**config.mk**
```make
export PLATFORM = sky130hd
export DESIGN_NAME = panel_scan_sequencer_flat
export DESIGN_NICKNAME = d
export VERILOG_FILES = /design/src/rtl/panel_scan_sequencer_if.sv /design/src/rtl/panel_scan_sequencer.sv /design/src/flat_wrapper.sv
export SDC_FILE = /design/constraint.sdc
export NUM_CORES = 1
export LEC_CHECK = 0
export ABC_AREA = 1
export CORE_MARGIN = 1
export CORE_UTILIZATION = 39
export CTS_CLUSTER_DIAMETER = 200
export DETAILED_ROUTE_END_ITERATION = 12
export PLACE_DENSITY = 0.65
export REMOVE_ABC_BUFFERS = 1
export SETUP_SLACK_MARGIN = 0.4
export SYNTH_ARGS = -nofsm -noshare
export SYNTH_HDL_FRONTEND = slang
export SYNTH_SLANG_ARGS = --single-unit
```
**constraint.sdc**
```tcl
create_clock -name clk -period 1.4 [get_ports clk]
set_input_delay 0.28 -clock clk [delete_from_list [all_inputs] [get_ports clk]]
set_output_delay 0.28 -clock clk [all_outputs]
set_load 0.05 [all_outputs]
```
**src/rtl/panel_scan_sequencer_if.sv**
```systemverilog
//------------------------------------------------------------------------------
// Module : panel_scan_sequencer_if
// Brief  : Control/strobe bundle between the scan sequencer and panel drivers.
//          PANEL_SCAN_FRAME_SYNC_EN adds the frame_swap_req/frame_swap_ack pair.
// Rev    : 1.0  initial release
//------------------------------------------------------------------------------
`default_nettype none

interface panel_scan_sequencer_if;
    logic       enable;
    logic       brightness_req;
    logic       brightness_ack;
    logic [3:0] active_row_addr;
    logic [7:0] pwm_time;
    logic       load_led_vals;
    logic       load_brightness;
    logic       shift;
    logic       panel_latch;
    logic       row_blank;
    logic       frame_start;
`ifdef PANEL_SCAN_FRAME_SYNC_EN
    logic       frame_swap_req;
    logic       frame_swap_ack;
`endif

    modport master (
        input  enable,
        input  brightness_req,
`ifdef PANEL_SCAN_FRAME_SYNC_EN
        input  frame_swap_req,
        output frame_swap_ack,
`endif
        output brightness_ack,
        output active_row_addr,
        output pwm_time,
        output load_led_vals,
        output load_brightness,
        output shift,
        output panel_latch,
        output row_blank,
        output frame_start
    );

    modport slave (
        output enable,
        output brightness_req,
`ifdef PANEL_SCAN_FRAME_SYNC_EN
        output frame_swap_req,
        input  frame_swap_ack,
`endif
        input  brightness_ack,
        input  active_row_addr,
        input  pwm_time,
        input  load_led_vals,
        input  load_brightness,
        input  shift,
        input  panel_latch,
        input  row_blank,
        input  frame_start
    );
endinterface

`default_nettype wire

```
**src/rtl/panel_scan_sequencer.sv**
```systemverilog
//------------------------------------------------------------------------------
// Module : panel_scan_sequencer
// Brief  : Row/PWM-slot timing master for lockstep panel drivers, including the
//          brightness reload sequence. Optional: PANEL_SCAN_FRAME_SYNC_EN.
// Rev    : 1.0  initial release
//------------------------------------------------------------------------------
`default_nettype none

module panel_scan_sequencer #(
    parameter int NUM_ROWS   = 16,
    parameter int PWM_STEPS  = 256,
    parameter int SHIFT_BITS = 16,
    parameter int SHIFT_DIV  = 2,
    parameter int ROW_SETTLE = 2
) (
    input  wire logic              clk,
    input  wire logic              reset,
    panel_scan_sequencer_if.master bus
);

    localparam int DIV_W = (SHIFT_DIV > 1) ? $clog2(SHIFT_DIV) : 1;
    localparam int BIT_W = $clog2(SHIFT_BITS + 1);
    localparam int SET_W = $clog2(ROW_SETTLE + 2);

    localparam logic [DIV_W-1:0] DIV_LAST = DIV_W'(SHIFT_DIV - 1);
    localparam logic [BIT_W-1:0] BIT_LAST = BIT_W'(SHIFT_BITS - 1);
    localparam logic [7:0]       PWM_LAST = 8'(PWM_STEPS - 1);
    localparam logic [3:0]       ROW_LAST = 4'(NUM_ROWS - 1);

    typedef enum logic [2:0] {
        S_IDLE         = 3'd0,
        S_BRIGHT_LOAD  = 3'd1,
        S_BRIGHT_SHIFT = 3'd2,
        S_BRIGHT_LATCH = 3'd3,
        S_SETTLE       = 3'd4,
        S_LOAD         = 3'd5,
        S_SHIFT        = 3'd6,
        S_LATCH        = 3'd7
    } state_t;

    state_t           state_q, state_d;
    logic [3:0]       row_q,   row_d;
    logic [7:0]       pwm_q,   pwm_d;
    logic [DIV_W-1:0] div_q,   div_d;
    logic [BIT_W-1:0] bit_q,   bit_d;
    logic [SET_W-1:0] set_q,   set_d;
    logic             blank_q, blank_d;

    logic go_settle;
    logic load_led_vals;
    logic load_brightness;
    logic shift;
    logic panel_latch;
    logic brightness_ack;
    logic frame_start;
`ifdef PANEL_SCAN_FRAME_SYNC_EN
    logic frame_swap_ack;
`endif

    always_ff @(posedge clk) begin
        if (reset) begin
            state_q <= S_IDLE;
            row_q   <= 4'd0;
            pwm_q   <= 8'd0;
            div_q   <= '0;
            bit_q   <= '0;
            set_q   <= '0;
            blank_q <= 1'b1;
        end else begin
            state_q <= state_d;
            row_q   <= row_d;
            pwm_q   <= pwm_d;
            div_q   <= div_d;
            bit_q   <= bit_d;
            set_q   <= set_d;
            blank_q <= blank_d;
        end
    end

    always_comb begin
        state_d         = state_q;
        row_d           = row_q;
        pwm_d           = pwm_q;
        div_d           = div_q;
        bit_d           = bit_q;
        set_d           = set_q;
        blank_d         = blank_q;
        go_settle       = 1'b0;
        load_led_vals   = 1'b0;
        load_brightness = 1'b0;
        shift           = 1'b0;
        panel_latch     = 1'b0;
        brightness_ack  = 1'b0;
        frame_start     = 1'b0;
`ifdef PANEL_SCAN_FRAME_SYNC_EN
        frame_swap_ack  = 1'b0;
`endif

        case (state_q)
            S_IDLE: begin
                blank_d = 1'b1;
                pwm_d   = 8'd0;
                if (bus.enable) begin
                    go_settle = 1'b1;
                end
            end

            S_SETTLE: begin
                if (set_q == '0) begin
                    state_d = S_LOAD;
                end else begin
                    set_d = set_q - SET_W'(1);
                end
            end

            S_LOAD: begin
                load_led_vals = 1'b1;
                div_d         = '0;
                bit_d         = '0;
                state_d       = S_SHIFT;
            end

            S_BRIGHT_LOAD: begin
                load_brightness = 1'b1;
                div_d           = '0;
                bit_d           = '0;
                state_d         = S_BRIGHT_SHIFT;
            end

            // Shared by both shift phases; only the exit state differs.
            S_SHIFT, S_BRIGHT_SHIFT: begin
                shift = (div_q == '0);
                if (div_q == DIV_LAST) begin
                    div_d = '0;
                    bit_d = bit_q + BIT_W'(1);
                    if (bit_q == BIT_LAST) begin
                        state_d = (state_q == S_SHIFT) ? S_LATCH : S_BRIGHT_LATCH;
                    end
                end else begin
                    div_d = div_q + DIV_W'(1);
                end
            end

            S_LATCH: begin
                panel_latch = 1'b1;
                if (pwm_q != PWM_LAST) begin
                    if (bus.enable) begin
                        pwm_d   = pwm_q + 8'd1;
                        blank_d = 1'b0;
                        state_d = S_LOAD;
                    end else begin
                        pwm_d   = 8'd0;
                        blank_d = 1'b1;
                        state_d = S_IDLE;
                    end
                end else begin
                    pwm_d   = 8'd0;
                    blank_d = 1'b1;
                    if (!bus.enable) begin
                        // Row is held so a restart rescans the unfinished frame position.
                        state_d = S_IDLE;
                    end else begin
                        row_d = (row_q == ROW_LAST) ? 4'd0 : row_q + 4'd1;
                        if (bus.brightness_req) begin
                            state_d = S_BRIGHT_LOAD;
                        end else begin
                            go_settle = 1'b1;
                        end
                    end
                end
            end

            S_BRIGHT_LATCH: begin
                panel_latch    = 1'b1;
                brightness_ack = 1'b1;
                go_settle      = 1'b1;
            end

            default: begin
                state_d = S_IDLE;
            end
        endcase

        if (go_settle) begin
            state_d     = S_SETTLE;
            pwm_d       = 8'd0;
            blank_d     = 1'b1;
            set_d       = SET_W'(ROW_SETTLE - 1);
            frame_start = (row_d == 4'd0);
`ifdef PANEL_SCAN_FRAME_SYNC_EN
            // One extra blank clock gives upstream a clean bank-swap point.
            if ((row_d == 4'd0) && bus.frame_swap_req) begin
                set_d          = SET_W'(ROW_SETTLE);
                frame_swap_ack = 1'b1;
            end
`endif
        end
    end

    assign bus.active_row_addr = row_q;
    assign bus.pwm_time        = pwm_q;
    assign bus.load_led_vals   = load_led_vals;
    assign bus.load_brightness = load_brightness;
    assign bus.shift           = shift;
    assign bus.panel_latch     = panel_latch;
    assign bus.brightness_ack  = brightness_ack;
    assign bus.frame_start     = frame_start;
    // Panel is unblanked from the first latch of a row onwards.
    assign bus.row_blank       = (state_q == S_LATCH) ? 1'b0 : blank_q;
`ifdef PANEL_SCAN_FRAME_SYNC_EN
    assign bus.frame_swap_ack  = frame_swap_ack;
`endif

endmodule

`default_nettype wire
```
**src/flat_wrapper.sv**
```systemverilog
// flat-port wrapper written by rule: the top's interface ports become plain ports
module panel_scan_sequencer_flat 
#(
    parameter int NUM_ROWS   = 16,
    parameter int PWM_STEPS  = 256,
    parameter int SHIFT_BITS = 16,
    parameter int SHIFT_DIV  = 2,
    parameter int ROW_SETTLE = 2
)
  (clk, reset, bus_enable, bus_brightness_req, bus_brightness_ack, bus_active_row_addr, bus_pwm_time, bus_load_led_vals, bus_load_brightness, bus_shift, bus_panel_latch, bus_row_blank, bus_frame_start);
  panel_scan_sequencer_if bus_i ();
  input  wire logic clk;
  input  wire logic reset;
  input wire logic [$bits(bus_i.enable)-1:0] bus_enable;
  input wire logic [$bits(bus_i.brightness_req)-1:0] bus_brightness_req;
  output wire logic [$bits(bus_i.brightness_ack)-1:0] bus_brightness_ack;
  output wire logic [$bits(bus_i.active_row_addr)-1:0] bus_active_row_addr;
  output wire logic [$bits(bus_i.pwm_time)-1:0] bus_pwm_time;
  output wire logic [$bits(bus_i.load_led_vals)-1:0] bus_load_led_vals;
  output wire logic [$bits(bus_i.load_brightness)-1:0] bus_load_brightness;
  output wire logic [$bits(bus_i.shift)-1:0] bus_shift;
  output wire logic [$bits(bus_i.panel_latch)-1:0] bus_panel_latch;
  output wire logic [$bits(bus_i.row_blank)-1:0] bus_row_blank;
  output wire logic [$bits(bus_i.frame_start)-1:0] bus_frame_start;
  assign bus_i.enable = bus_enable;
  assign bus_i.brightness_req = bus_brightness_req;
  assign bus_brightness_ack = bus_i.brightness_ack;
  assign bus_active_row_addr = bus_i.active_row_addr;
  assign bus_pwm_time = bus_i.pwm_time;
  assign bus_load_led_vals = bus_i.load_led_vals;
  assign bus_load_brightness = bus_i.load_brightness;
  assign bus_shift = bus_i.shift;
  assign bus_panel_latch = bus_i.panel_latch;
  assign bus_row_blank = bus_i.row_blank;
  assign bus_frame_start = bus_i.frame_start;
  panel_scan_sequencer #(.NUM_ROWS(NUM_ROWS), .PWM_STEPS(PWM_STEPS), .SHIFT_BITS(SHIFT_BITS), .SHIFT_DIV(SHIFT_DIV), .ROW_SETTLE(ROW_SETTLE)) u_core (.clk(clk), .reset(reset), .bus(bus_i));
endmodule
```
### Word level (Yosys, flattened, before mapping)

Cells that the tools add are included.

* register bits after elaboration: 24
* bits in latches: 0
* bits in writable memories: 0
* bits in read-only memories: 0
* input port bits: 4
* word-level logic and storage cells: 91
* memories kept: 0

* add/sub/neg operators: 5
* multipliers: 0
* divide/modulo/power cells: 0
* $lt $le $gt $ge: 0
* equality and inequality tests: 19
* shifts and indexed selects: 0
* muxes and demuxes: 39
* bitwise gates (word level): 2
* reductions and logical operators: 17

Operator list (number)
* 2-to-1 mux 3 bit: 9
* 2-to-1 mux 1 bit: 17
* 2-to-1 mux 4 bit: 4
* 2-to-1 mux 8 bit: 2
* case mux 8 bit (2 select lines): 1
* case mux 3 bit (5 select lines): 1
* equality test 3 bit, second input constant: 4
* case mux 5 bit (2 select lines): 1
* AND reduction 5 bit: 2
* != test 3 x 1 -> 1 bit, second input constant: 3
* adder 8 x 1 -> 8 bit, second input constant: 1
* != test 2 x 1 -> 1 bit, second input constant: 4
* != test 8 bit, second input constant: 1
* OR reduction 2 bit: 4
* equality test 3 x 2 -> 1 bit, second input constant: 2
* AND reduction 2 bit: 3
* nonzero test 2 bit: 3
* nonzero test 6 bit: 1
* adder 5 x 1 -> 5 bit, second input constant: 1
* equality test 5 x 4 -> 1 bit, second input constant: 1
* 2-to-1 mux 5 bit: 1
* != test 5 x 3 -> 1 bit, second input constant: 1
* nonzero test 5 bit: 1
* adder 4 x 1 -> 4 bit, second input constant: 1
* other kinds (11): 13

### Depth between registers and ports, before layout

Gate-level depths: netlist (run 1).

* word-level depth: 7
* mapped depth: 12
* gate-level depth less buffers: 12

### Worst setup path after synthesis (run 1)

Ideal clock, no wire load.

* path type: flip-flop to output port
* from: reg u_core.pwm_q[1] (netlist: u_core.bus.pwm_time[1])
* to: out bus_frame_start
* arrival time: 2.329 ns
* data required time: 1.120 ns
* setup slack: -1.209 ns
* cell stages (with the launch flop): 10
* path buffers: 0
* path through: dfxtp_1 ha_1 nand2_1 nor2_1 nand2_2 nor2_4 nand2_1 nand2_1 nand3_1 nor2_1

* longest elaborated chain between the ends: 5

Ends and longest elaborated chain
* from (decl): line panel_scan_sequencer.sv:43 `logic [7:0] pwm_q, pwm_d;`
* from (signal assigned): line panel_scan_sequencer.sv:72 `pwm_q <= pwm_d;`
* != test 8 bit (*): line panel_scan_sequencer.sv:146 `if (pwm_q != PWM_LAST) begin`
* 2-to-1 mux 4 bit: line panel_scan_sequencer.sv:146
* 2-to-1 mux 4 bit: line panel_scan_sequencer.sv:99 `case (state_q)`
* logical NOT 4 bit: line panel_scan_sequencer.sv:189 `frame_start = (row_d == 4'd0);`
* 2-to-1 mux 1 bit (*): line panel_scan_sequencer.sv:184 `if (go_settle) begin`
* to (decl): line flat_wrapper.sv:24 `output wire logic [$bits(bus_i.frame_start)-1:0] bus_frame_start;`

Every way passes the cells marked *; elsewhere a longest branch is shown, timed or not.

### Worst setup path after layout (run 1)

* from: reg u_core.state_q[2]
* to: out bus_frame_start

* longest elaborated chain between the ends: 4

Ends and longest elaborated chain
* from (decl): line panel_scan_sequencer.sv:41 `state_t state_q, state_d;`
* from (signal assigned): line panel_scan_sequencer.sv:70 `state_q <= state_d;`
* equality test 3 bit: line panel_scan_sequencer.sv:99
* 2-to-1 mux 4 bit: line panel_scan_sequencer.sv:99
* logical NOT 4 bit: line panel_scan_sequencer.sv:189
* 2-to-1 mux 1 bit (*): line panel_scan_sequencer.sv:184

Marked as above.

==> key figures, run 1 <==
Clock tree
  – Later-pin clock latency in the skew report: ~0.33 ns
  – Reg clk slew, reported paths: roughly 0.15 ns
  – CTS buffer count: 3
  – CTS tree: yes
  – CTS Hold Bufs: 0
  – CTS sink cnt: 24
  – H-Tree Depth: 1
  – Root Driver: clkbuf_4
  – Clock Tree Buf Depth: 2

Placement
  – Placed insts: 320
  – DP Worst Slack: -0.629 ns
  – HPWL after DPL: between 2000 and 3000 µm
  – I/O Buffers: 22
  – Global placer's final weighted congestion: about 0.8

Synthesis
  – Synth top area share: a little over a third
  – Synth area leader: dfxtp_1
  – Syn Area/Cell: between 6 and 7 µm²
  – Synth warnings: 0
  – #FFs+latches synth: 24
  – Synth area leaders: dfxtp_1 (35%), nand2_1 (16%), nor2_1 (9.0%)
  – Distinct cells, synth: 26
  – Cell count after synthesis: roughly 220
  – Seq/Total Area, Yosys: between 30% and 40%
  – Cell Area, Synth: 1380 µm²

Floorplanning
  – DIE HEIGHT: about 60 µm
  – Top-Level Pins: 23
  – Die area: approximately 3800 µm²
  – Core Area: around 3400 µm²
  – Row count: 21
  – Die width: just over 60 µm
  – Initial Util: roughly two fifths

Worst setup path
  – Critical Path RT: between 1 and 1.5 ns
  – CP arrival: between 1.5 and 2 ns
  – Worst path cell trace: inv_2, buf_6, nand2_2, o22ai_1, inv_1, nand2_4, nand3_4, nor2_4, buf_12
  – CP peak stage delay: slightly below 0.4 ns
  – CP Capture Type: output pin
  – CP Class: reg2out
  – CP startpoint kind: flop
  – Worst-path fanout max: 5
  – CP max-delay cell: dfxtp_4

Final layout
  – Commonest non-fill, non-tap cell in the layout: buf_4
  – Final Instance Count excl. Fillers: between 300 and 400
  – # nets final: between 300 and 400
  – Area growth syn-to-layout: 116%
  – Most frequent cells in the layout: buf_4 (39), nand2_1 (34), buf_6 (29)
  – Layout cells sized above 1: 62.8%
  – Antenna Cells: 0

Timing
  – Final setup fails: 30
  – Slew @ Worst Pin: 0.357 ns
  – F_max: roughly 460 MHz
  – Tmin final: roughly 2.2 ns
  – Final-report hold violation count: 0
  – Final Max Slew Viols: 0
  – Post-route clock period utilization: 157%
  – Final Skew: approximately 0.01 ns
  – Slew headroom: ~76%
  – Final WS setup: -0.794 ns
  – WHS: about 0.5 ns
  – RSZ-0062 raised after global routing: true

Routing
  – Top Layer Used: met4
  – Metal3 WL: between 500 and 600 µm
  – ANT nets after route: 0
  – Met2 wire length: about 3400 µm
  – Number of vias per cell: between 5 and 6
  – DR vias: just over 2000
  – Residual DRC count: 0
  – Avg WL per Cell: just under 20 µm
  – Metal1 wirelength: ~2500 µm
  – Final wirelength: 7000 µm
  – Pre-antenna DRT Iters: 5
  – First DRT Iteration DRCs: 166

GRT
  – Pin count of the biggest net entering global routing: 14
  – Congestion Overflow GR: 0
  – All-layer global routing usage: 27.2%
  – First-pass GRT wire length: between 7000 and 8000 µm
  – Initial antenna violation count: 0
  – Vias in the first global route: ~1600

Flow run
  – Max cap viols: 0

Min path
  – Tightest Hold Check Type: reg2reg

Status
  – Outcome: finished, violations left
  – Failing checks: negative setup slack

Power
  – Pleak: 0.00130 µW
  – VDD IR max: between 1000 and 1500 µV
  – Pwr Density: 1270 nW/µm²
-- synth_stat cells, drive strengths merged --
| master | instances |
|---|---|
| nand2 | 64 |
| nor2 | 36 |
| inv | 32 |
| dfxtp | 24 |
| nand3 | 14 |
| a21oi | 13 |
| o21ai | 7 |
| ha | 5 |
| nand4 | 4 |
| nor3 | 3 |
| xor2 | 3 |
| nand3b | 2 |
| o22ai | 2 |
| a211oi | 1 |
| and3 | 1 |
| buf | 1 |
| clkbuf | 1 |
| o211ai | 1 |
| or2 | 1 |
| xnor2 | 1 |
-- sequential cells by signal, indices dropped and copies added, names as in the netlist --
register                    count
u_core.bus.pwm_time             8
u_core.set_q                    2
u_core.div_q                    1
u_core.bus.active_row_addr      4
u_core.state_q                  3
u_core.bit_q                    5
u_core.blank_q                  1
-- layer usage --
metal / global-route usage (%) / vias up
met3: 2.10 / 53
met1: 32.7 / 940
met4: 9.52 / 0
li1: - / 873
met5: 0 / -
met2: 50.4 / 145
-- where the power goes --
part | switching (µW) | leakage (µW) | total (µW) | internal, µW
Combinational | 1450 | 0.00108 | 2550 | 1100
Sequential | 91.2 | 0.000204 | 857 | 766
Clock | 229 | 0.0000210 | 388 | 159
-- worst max-delay path, delay by kind of cell, from the launching register on --
family / cells / cell delay [ns]
buffers and inverters: 4 / 0.56
flip-flops: 1 / 0.39
AO/OA/AOI/OAI: 1 / 0.24
AND/OR/NAND/NOR: 4 / 0.40
-- worst paths after layout --
kind	startpoint	slack, ns	to	depth (start not counted)
max	u_core.state_q[2]	-0.79	bus_frame_start	9
min	u_core.set_q[1]	0.51	u_core.set_q[1]	2
max reg2reg	u_core.bit_q[3]	-0.38	u_core.state_q[0]	11
min reg2reg	u_core.set_q[1]	0.51	u_core.set_q[1]	2
-- cell type report --
| cell class | instances | area, µm² |
|---|---|---|
| clock buffers | 4 | 36.3 |
| fillers | 148 | 380 |
| inverters | 32 | 135 |
| multi-input cells | 158 | 1200 |
| flip-flops and latches | 24 | 514 |
| well taps | 46 | 57.6 |
| repair buffers | 91 | 1040 |
-- timing repair --
item	in CTS	in global routing
buffers inserted	15	16
cloned	0	0
setup endpoints to repair	43	43
resized for setup	108	68
pin swaps	26	32
-- per-stage QoR --
| stage | utilization (%) | cell area [µm²] | power [µW] | setup TNS (ns) |
|---|---|---|---|---|
| after global placement | 62.9 | 2120 | 2140 | -4.98 |
| after floorplan | - | 1380 | 1590 | -7.89 |
| after detailed placement | 62.9 | 2120 | 2150 | -5.16 |
| after global routing | 88.7 | 2980 | 3920 | -5.90 |
| final | 88.7 | 2980 | 3800 | -4.59 |
| after CTS | 77.2 | 2600 | 3070 | -1.98 |
-- logic make-up (layout without fill, tap and decap cells) --
family                   Yosys count  count (layout)  synth area share, %
AND/OR/NAND/NOR                  125             125                 39.4
adder cells (fa/ha/maj)            5               5                 4.52
XOR/XNOR                           4               4                 2.53
flip-flops                        24              24                 34.7
AO/OA/AOI/OAI                     24              24                 9.49
buffers and inverters             34             127                 9.31
No activity file was read; power rests on OpenSTA's default activity.
==> inputs of run 2 (changes only) <==
ABC_AREA = 0   (was 1)
CORE_MARGIN = unset   (was 1)
SLEW_MARGIN = 15   (was unset)
==> run 2 against run 1 <==
Net effect: the flow still finishes with violations (negative setup slack); fmax is 13% lower; clock skew shrank 0.0079 ns; critical endpoint unchanged; critical path depth grew 1; sequential share of layout area is 0.41 points higher; register-to-register slack lost 0.20 ns; die area down 1.7%; flip-flop and latch count is the same; area after synthesis decreased by 1.8%; sequential power is 4.7% lower.
==> key figures, run 2 <==
Power
  – Pwr Density: 1150 nW/µm² (-9.6%)
  – Sw Ratio: 42.8% (-3.9 points)
  – Clock power frac: 10.1% (about the same)
  – Combinational fraction of design power: 65.3% (-1.9 points)
  – Internal: 1900 µW (-6.1%)
  – Pleak: 0.00119 µW (-8.9%)
  – Psw: 1420 µW (-20%)
  – Power Total: 3320 µW (-12%)
  – Reg power frac: 24.6% (+2.0 points)
  – VDD IR max: 772 µV (-32%)

Timing
  – F_max: 396 MHz (-13%)
  – Slew @ Worst Pin: 0.319 ns (-0.0387 ns)
  – Final-report hold violation count: 0 (unchanged)
  – Tmin final: 2.53 ns (+0.332 ns)
  – Slew headroom: 78.5% (+2.4 points)
  – Final setup fails: 31 (+3.3%)
  – Final Max Slew Viols: 0 (unchanged)
  – Post-route clock period utilization: 180% (+24 points)
  – Fin Setup TNS: -12.42 ns (-7.83 ns)
  – Final Skew: 0.00242 ns (-0.00788 ns)
  – RSZ-0062 raised after global routing: true
  – Final WS setup: -1.13 ns (-0.332 ns)

Routing
  – First DRT Iteration DRCs: 163 (-1.8%)
  – Avg WL per Cell: 21.5 µm (+9.0%)
  – Final wirelength: 6750 µm (-3.6%)
  – DR vias: 1895 (-5.8%)
  – ANT nets after route: 0 (unchanged)
  – Number of vias per cell: 6.04 (+6.5%)
  – Pre-antenna DRT Iters: 4 (-1)
  – Residual DRC count: 0 (unchanged)

GRT
  – All-layer global routing usage: 32.9% (+5.7 points)
  – First-pass GRT wire length: 8740 µm (+17%)
  – GR peak layer: met2
  – Met3 GRT Util: 7.56% (+5.5 points)
  – Pin count of the biggest net entering global routing: 14 (unchanged)
  – Initial antenna violation count: 0 (unchanged)
  – Congestion Overflow GR: 0 (unchanged)
  – Met1 Track Usage GR: 34.4% (+1.7 points)
  – Vias in the first global route: 1832 (+13%)
  – Met2 usage: 59.5% (+9.1 points)

Synthesis
  – Synth area leader: dfxtp_1
  – Syn Area/Cell: 7.68 µm² (+20%)
  – Largest family of logic cells by synthesized area: simple AND/OR/NAND/NOR gates
  – #FFs+latches synth: 24 (unchanged)
  – Count leader, synth: dfxtp_1
  – Synth warnings: 0 (unchanged)
  – Adder-Cell Fraction of Synth Area: 4.60% (+0.083 points)
  – Area fraction in compound gates after synthesis: 21.5% (+12 points)
  – Synth area leaders: dfxtp_1 (35%), a21oi_1 (7.0%), nor2_1 (6.4%)
  – Area share of xor/xnor cells in the synthesized design: 1.93% (-0.60 points)
  – Cell count after synthesis: 177 (-18%)
  – Synth cell count leaders: dfxtp_1 (24), nor2_1 (23), a21oi_1 (19)
  – Post-synth EDFFs: 0 (unchanged)
  – Cell Area, Synth: 1360 µm² (-1.8%)
  – Mux cell area share after synthesis: 1.47% (+1.5 points)
  – Distinct cells, synth: 39 (+50%)
  – Seq/Total Area, Yosys: 35.4% (+0.64 points)
  – Async SR Flop Fraction: 0% (unchanged)
  – Synth top area share: 35.4% (+0.64 points)
  – Simple logic cell fraction of the synthesized area: 29.2% (-10 points)
  – Post-synth top flop: dfxtp_1

Clock tree
  – Clock Tree Buf Depth: 2 (unchanged)
  – Root Driver: clkbuf_4
  – Later-pin clock latency in the skew report: 0.34 ns (about the same)
  – CTS tree: yes
  – CTS sink cnt: 24 (unchanged)
  – CTS Hold Bufs: 0 (unchanged)
  – H-Tree Depth: 1 (unchanged)
  – CTS buffer count: 3 (unchanged)
  – Reg clk slew, reported paths: 0.14 ns (about the same)

Final layout
  – Antenna Cells: 0 (unchanged)
  – Most frequent cells in the layout: buf_4 (38), buf_6 (30), buf_12 (20)
  – Max reg flops: 8 (unchanged)
  – # nets final: 279 (-13%)
  – Area growth syn-to-layout: 113%
  – Commonest non-fill, non-tap cell in the layout: buf_4
  – Util after Layout: 86.7% (-2.0 points)
  – Layout cells sized above 1: 62.7% (-0.097 points)

Floorplanning
  – Die width: 61.0 µm (-0.88%)
  – Core Area: 3340 µm² (-0.78%)
  – Die area: 3720 µm² (-1.7%)
  – DIE HEIGHT: 61.0 µm (-0.88%)
  – Top-Level Pins: 23 (unchanged)
  – Row count: 21 (unchanged)
  – Initial Util: 40.7% (-0.43 points)

Placement
  – HPWL after DPL: 2880 µm (+3.4%)
  – Global placer's final weighted congestion: 0.879 (+9.2%)
  – I/O Buffers: 22 (unchanged)

Status
  – Outcome: finished, violations left
  – Failing checks: negative setup slack

Worst setup path
  – CP Capture Type: output pin
  – CP Class: reg2out
  – CP startpoint kind: flop
  – Worst-path fanout max: 4 (-1)
  – Critical Path RT: 1.12 ns (about the same)
  – CP arrival: 2.25 ns (+0.34 ns)

Flow run
  – Max cap viols: 0 (unchanged)

Min path
  – Tightest Hold Check Type: reg2reg
==> run 2: cell count changes in the layout (fill, tap and decap cells not counted), moves of 4 or more <==
cell     previous run  this run
nand2_2            15         0
inv_1              24         6
nor2_4             14         2
nand2_1            34         8
a21oi_2            10         6
and3_4              0         4
or3_1               0         4
a21oi_1             3        13
nand2_4            13         2
==> run 2: critical path, stage by stage (launching register included) <==
cell and delay, ns:
dfxtp_4 0.39, ha_4 0.15, nand4_4 0.12, buf_6 0.15, buf_6 0.12, nor3_4 0.22, buf_6 0.15, nand3_2 0.08
a21oi_2 0.18, and3_4 0.22, buf_12 0.13
==> run 2: final timing paths <==
check        slack (ns)                      to                    from  cells after the start
max               -1.13         bus_frame_start  u_core.bus.pwm_time[0]                     10
min                0.51         u_core.set_q[1]         u_core.set_q[1]                      2
max reg2reg       -0.58  u_core.bus.pwm_time[2]       u_core.state_q[0]                      9
min reg2reg        0.51         u_core.set_q[1]         u_core.set_q[1]                      2
==> run 2: cell type report <==
class / count / area, µm²
Fill cell: 150 / 445
Multi-Input combinational cell: 134 / 1100
Tap cell: 46 / 57.6
Timing Repair Buffer: 97 / 1160
Sequential cell: 24 / 510
Inverter: 10 / 46.3
Clock buffer: 3 / 22.5
==> run 2: logic make-up (layout without fill, tap and decap cells) <==
| group | after synthesis | in the layout |
|---|---|---|
| AOI/OAI and AO/OA | 48 | 48 |
| xor gates and xnor gates | 3 | 3 |
| adders and majority gates | 5 | 5 |
| buffers and inverters | 19 | 110 |
| DFF | 24 | 24 |
| muxes | 2 | 2 |
| and+or+nand+nor | 76 | 76 |
==> run 2: through the flow <==
| step | setup WS [ns] | hold WS [ns] | cell area (µm²) | std cells |
|---|---|---|---|---|
| 2_1_floorplan | -1.38 | 0.349 | 1320 | 168 |
| 3_3_place_gp | -0.982 | 0.482 | 2070 | 276 |
| 3_5_place_dp | -0.987 | 0.496 | 2070 | 276 |
| 4_1_cts | -1.08 | 0.512 | 2600 | 301 |
| 5_1_grt | -1.17 | 0.533 | 2890 | 314 |
| 6_report | -1.13 | 0.512 | 2890 | 314 |
==> run 2: routing by layer <==
| metal | vias to the layer above | share of wire [%] |
|---|---|---|
| met4 | 0 | 6.8 |
| met1 | 901 | 33 |
| li1 | 822 | - |
| met5 | - | 0 |
| met2 | 123 | 53 |
| met3 | 49 | 7.3 |
==> run 2: what timing repair did <==
action	in CTS	in global routing
gates resized for setup	89	48
cloned	1	0
endpoints found under the setup margin	43	43
hold endpoints to repair	0	0
setup buffers	21	13
pin swaps	22	16
==> run 2: power by group through the flow <==
stage | combinational [µW] | clock (µW) | sequential [µW]
global route | 2230 | 355 | 818
floorplan | 579 | 0 | 887
CTS | 1750 | 309 | 806
detailed placement | 1200 | 0 | 802
finish | 2170 | 337 | 817
global placement | 1160 | 0 | 796
==> inputs of run 3 (changes only) <==
PLACE_DENSITY = 0.6   (was 0.65)
clock period = 2.1 ns   (was 1.4 ns; I/O delays follow)
==> run 3 against run 2 <==
Net effect: the run still ends with negative setup slack left; largest cell class is now multi-input gates; global-route usage down 12 points; cell area down 18%; power down 40%; final cell count down 8.0%; clock power down 42%; via count down 15%.
==> key figures, run 3 (synthesized netlist as in run 2, its figures left out) <==
Clock tree
  – H-Tree Depth: 1 (unchanged)
  – Reg clk slew, reported paths: 0.13 ns (about the same)
  – CTS sink cnt: 24 (unchanged)
  – CTS tree: yes
  – CTS buffer count: 3 (unchanged)
  – CTS Hold Bufs: 0 (unchanged)
  – Later-pin clock latency in the skew report: 0.30 ns (-0.04 ns)
  – Clock Tree Buf Depth: 2 (unchanged)
  – Root Driver: clkbuf_4

Min path
  – Tightest Hold Check Type: reg2reg
  – Min-Delay Path Depth: 2 (unchanged)
  – Min-Delay Startpoint: u_core.set_q[1]

Power
  – Internal: 1180 µW (-38%)
  – Sw Ratio: 40.7% (-2.1 points)
  – Pwr Density: 837 nW/µm² (-27%)
  – Psw: 808 µW (-43%)
  – Reg power frac: 27.2% (+2.6 points)
  – Combinational fraction of design power: 62.9% (-2.4 points)
  – VDD IR max: 537 µV (-30%)
  – Pleak: 0.000932 µW (-22%)
  – Clock power frac: 9.9% (-0.2 points)

Timing
  – F_max: just under 400 MHz
  – Tmin final: 2.60 ns
  – WHS: 0.548 ns (+0.0358 ns)
  – Fin Setup TNS: -0.498 ns (+11.92 ns)
  – Final WS setup: -0.498 ns (+0.629 ns)
  – Final Skew: 0.00576 ns (+0.00334 ns)
  – RSZ-0062 raised after global routing: true
  – Slew @ Worst Pin: 0.489 ns (+0.170 ns)
  – Final setup fails: 1 (-97%)
  – Final-report hold violation count: 0 (unchanged)
  – Post-route clock period utilization: 124%
  – Final Max Slew Viols: 0 (unchanged)
  – Slew headroom: 67.5% (-11 points)

Worst setup path
  – Worst path cell trace: ha_4, nand4_4, or3_4, or3_1, a21oi_1, and3_1, buf_12
  – Worst-path fanout max: 2 (-2)
  – Crit path buffers/inverters: 1 (-3)
  – Critical Path Start: u_core.bus.pwm_time[1]
  – R2R depth: 11 (+2)
  – CP Capture Type: output pin
  – Reg-to-reg slack, setup: 0.11 ns (+0.69 ns)
  – Worst r2r src: u_core.state_q[1]
  – Total stage count of the critical path: 7 (-3)
  – CP startpoint kind: flop
  – Worst r2r dst: u_core.state_q[2]
  – Critical path endpoint: bus_frame_start
  – CP max-delay cell: or3_1
  – CP arrival: 2.18 ns (-0.07 ns)
  – CP top delay family: simple AND/OR/NAND/NOR gates
  – CP peak stage delay: 0.39 ns (about the same)
  – CP Class: reg2out
  – Critical Path RT: 1.68 ns (+0.56 ns)

Final layout
  – Max reg flops: 8 (unchanged)
  – Antenna Cells: 0 (unchanged)
  – Area growth syn-to-layout: 74.6%
  – Fill count: 292 (+95%)
  – Layout cells sized above 1: 46.9% (-16 points)
  – Most frequent cells in the layout: buf_4 (31), nor2_1 (18), dfxtp_1 (18)
  – Commonest non-fill, non-tap cell in the layout: buf_4
  – # nets final: 254 (-9.0%)

GRT
  – Pin count of the biggest net entering global routing: 21 (+7)
  – Vias in the first global route: 1342 (-27%)
  – Congestion Overflow GR: 0 (unchanged)
  – Initial antenna violation count: 0 (unchanged)
  – All-layer global routing usage: 20.8% (-12 points)
  – First-pass GRT wire length: 5940 µm (-32%)

Routing
  – DR vias: 1609 (-15%)
  – Pre-antenna DRT Iters: 4 (unchanged)
  – Residual DRC count: 0 (unchanged)
  – Final wirelength: 4340 µm (-36%)
  – First DRT Iteration DRCs: 140 (-14%)
  – ANT nets after route: 0 (unchanged)
  – Number of vias per cell: 5.57 (-7.7%)
  – Avg WL per Cell: 15.0 µm (-30%)

Floorplanning
  – Core Area: 3340 µm² (unchanged)
  – Top-Level Pins: 23 (unchanged)
  – Die width: 61.0 µm (unchanged)
  – Row count: 21 (unchanged)
  – Initial Util: 40.7% (unchanged)
  – DIE HEIGHT: 61.0 µm (unchanged)
  – Die area: 3720 µm² (unchanged)

Flow run
  – Max cap viols: 0 (unchanged)

Status
  – Outcome: finished, violations left
  – Failing checks: negative setup slack

Placement
  – DP Worst Slack: -0.569 ns (+0.417 ns)
  – I/O Buffers: 22 (unchanged)
  – Global placer's final weighted congestion: 0.769 (-13%)
  – HPWL after DPL: 2500 µm (-13%)
run 3: power by group through the flow:
stage	Combinational, µW	Sequential, µW	Clock [µW]
3_3_place_gp	735	539	0
5_1_grt	1320	545	219
6_report	1250	541	196
2_1_floorplan	386	591	0
3_5_place_dp	750	540	0
4_1_cts	885	536	205
run 3: cell type report:
cell class	instances	area, µm²	share of cell area (%)
Sequential cell	24	488	20.6
Tap cell	46	57.6	2.43
Multi-Input combinational cell	134	1030	43.5
Clock buffer	3	22.5	0.949
Timing Repair Buffer	72	727	30.6
Inverter	10	45.0	1.90
run 3: how the worst min path moves through the flow:
stage | endpoint | slack, ns
6_report | u_core.set_q[1] | 0.55
5_1_grt | u_core.set_q[1] | 0.57
4_1_cts | u_core.set_q[1] | 0.53
3_5_place_dp | u_core.set_q[1] | 0.52
3_3_place_gp | u_core.set_q[1] | 0.48
2_1_floorplan | u_core.set_q[1] | 0.48
run 3: what timing repair did:
action                                  CTS  global route
cloned                                    1             0
resized for setup                        74            53
buffers inserted                          7            14
pin swaps                                10            12
endpoints found under the setup margin   33            25
hold endpoints to repair                  0             0
run 3: worst register-to-register path: stages, from the launching register on:
cell and delay [ns]:
dfxtp_2 0.37, buf_6 0.12, buf_6 0.11, buf_6 0.11
buf_8 0.12, buf_6 0.11, buf_6 0.11, and4b_1 0.18
a221o_1 0.29, nand2b_1 0.15, o32ai_2 0.10, a21oi_1 0.16
run 3: metrics by stage:
step / cell area, µm² / util (%) / std cells / total power [µW]
after detailed placement: 1860 / 55.8 / 264 / 1290
after global placement: 1860 / 55.8 / 264 / 1270
after floorplan: 1320 / - / 168 / 977
final: 2370 / 71.1 / 289 / 1990
after global routing: 2370 / 71.1 / 289 / 2080
after CTS: 2110 / 63.1 / 275 / 1630
run 3: routing by layer:
metal  vias to the layer above  global-route usage, %  wire length [µm]
met4                         0                   5.84                34
met5                         -                      0                 0
li1                        770                      -                 -
met3                         4                   2.10               178
met2                        49                   32.0              2230
met1                       786                   30.7              1890
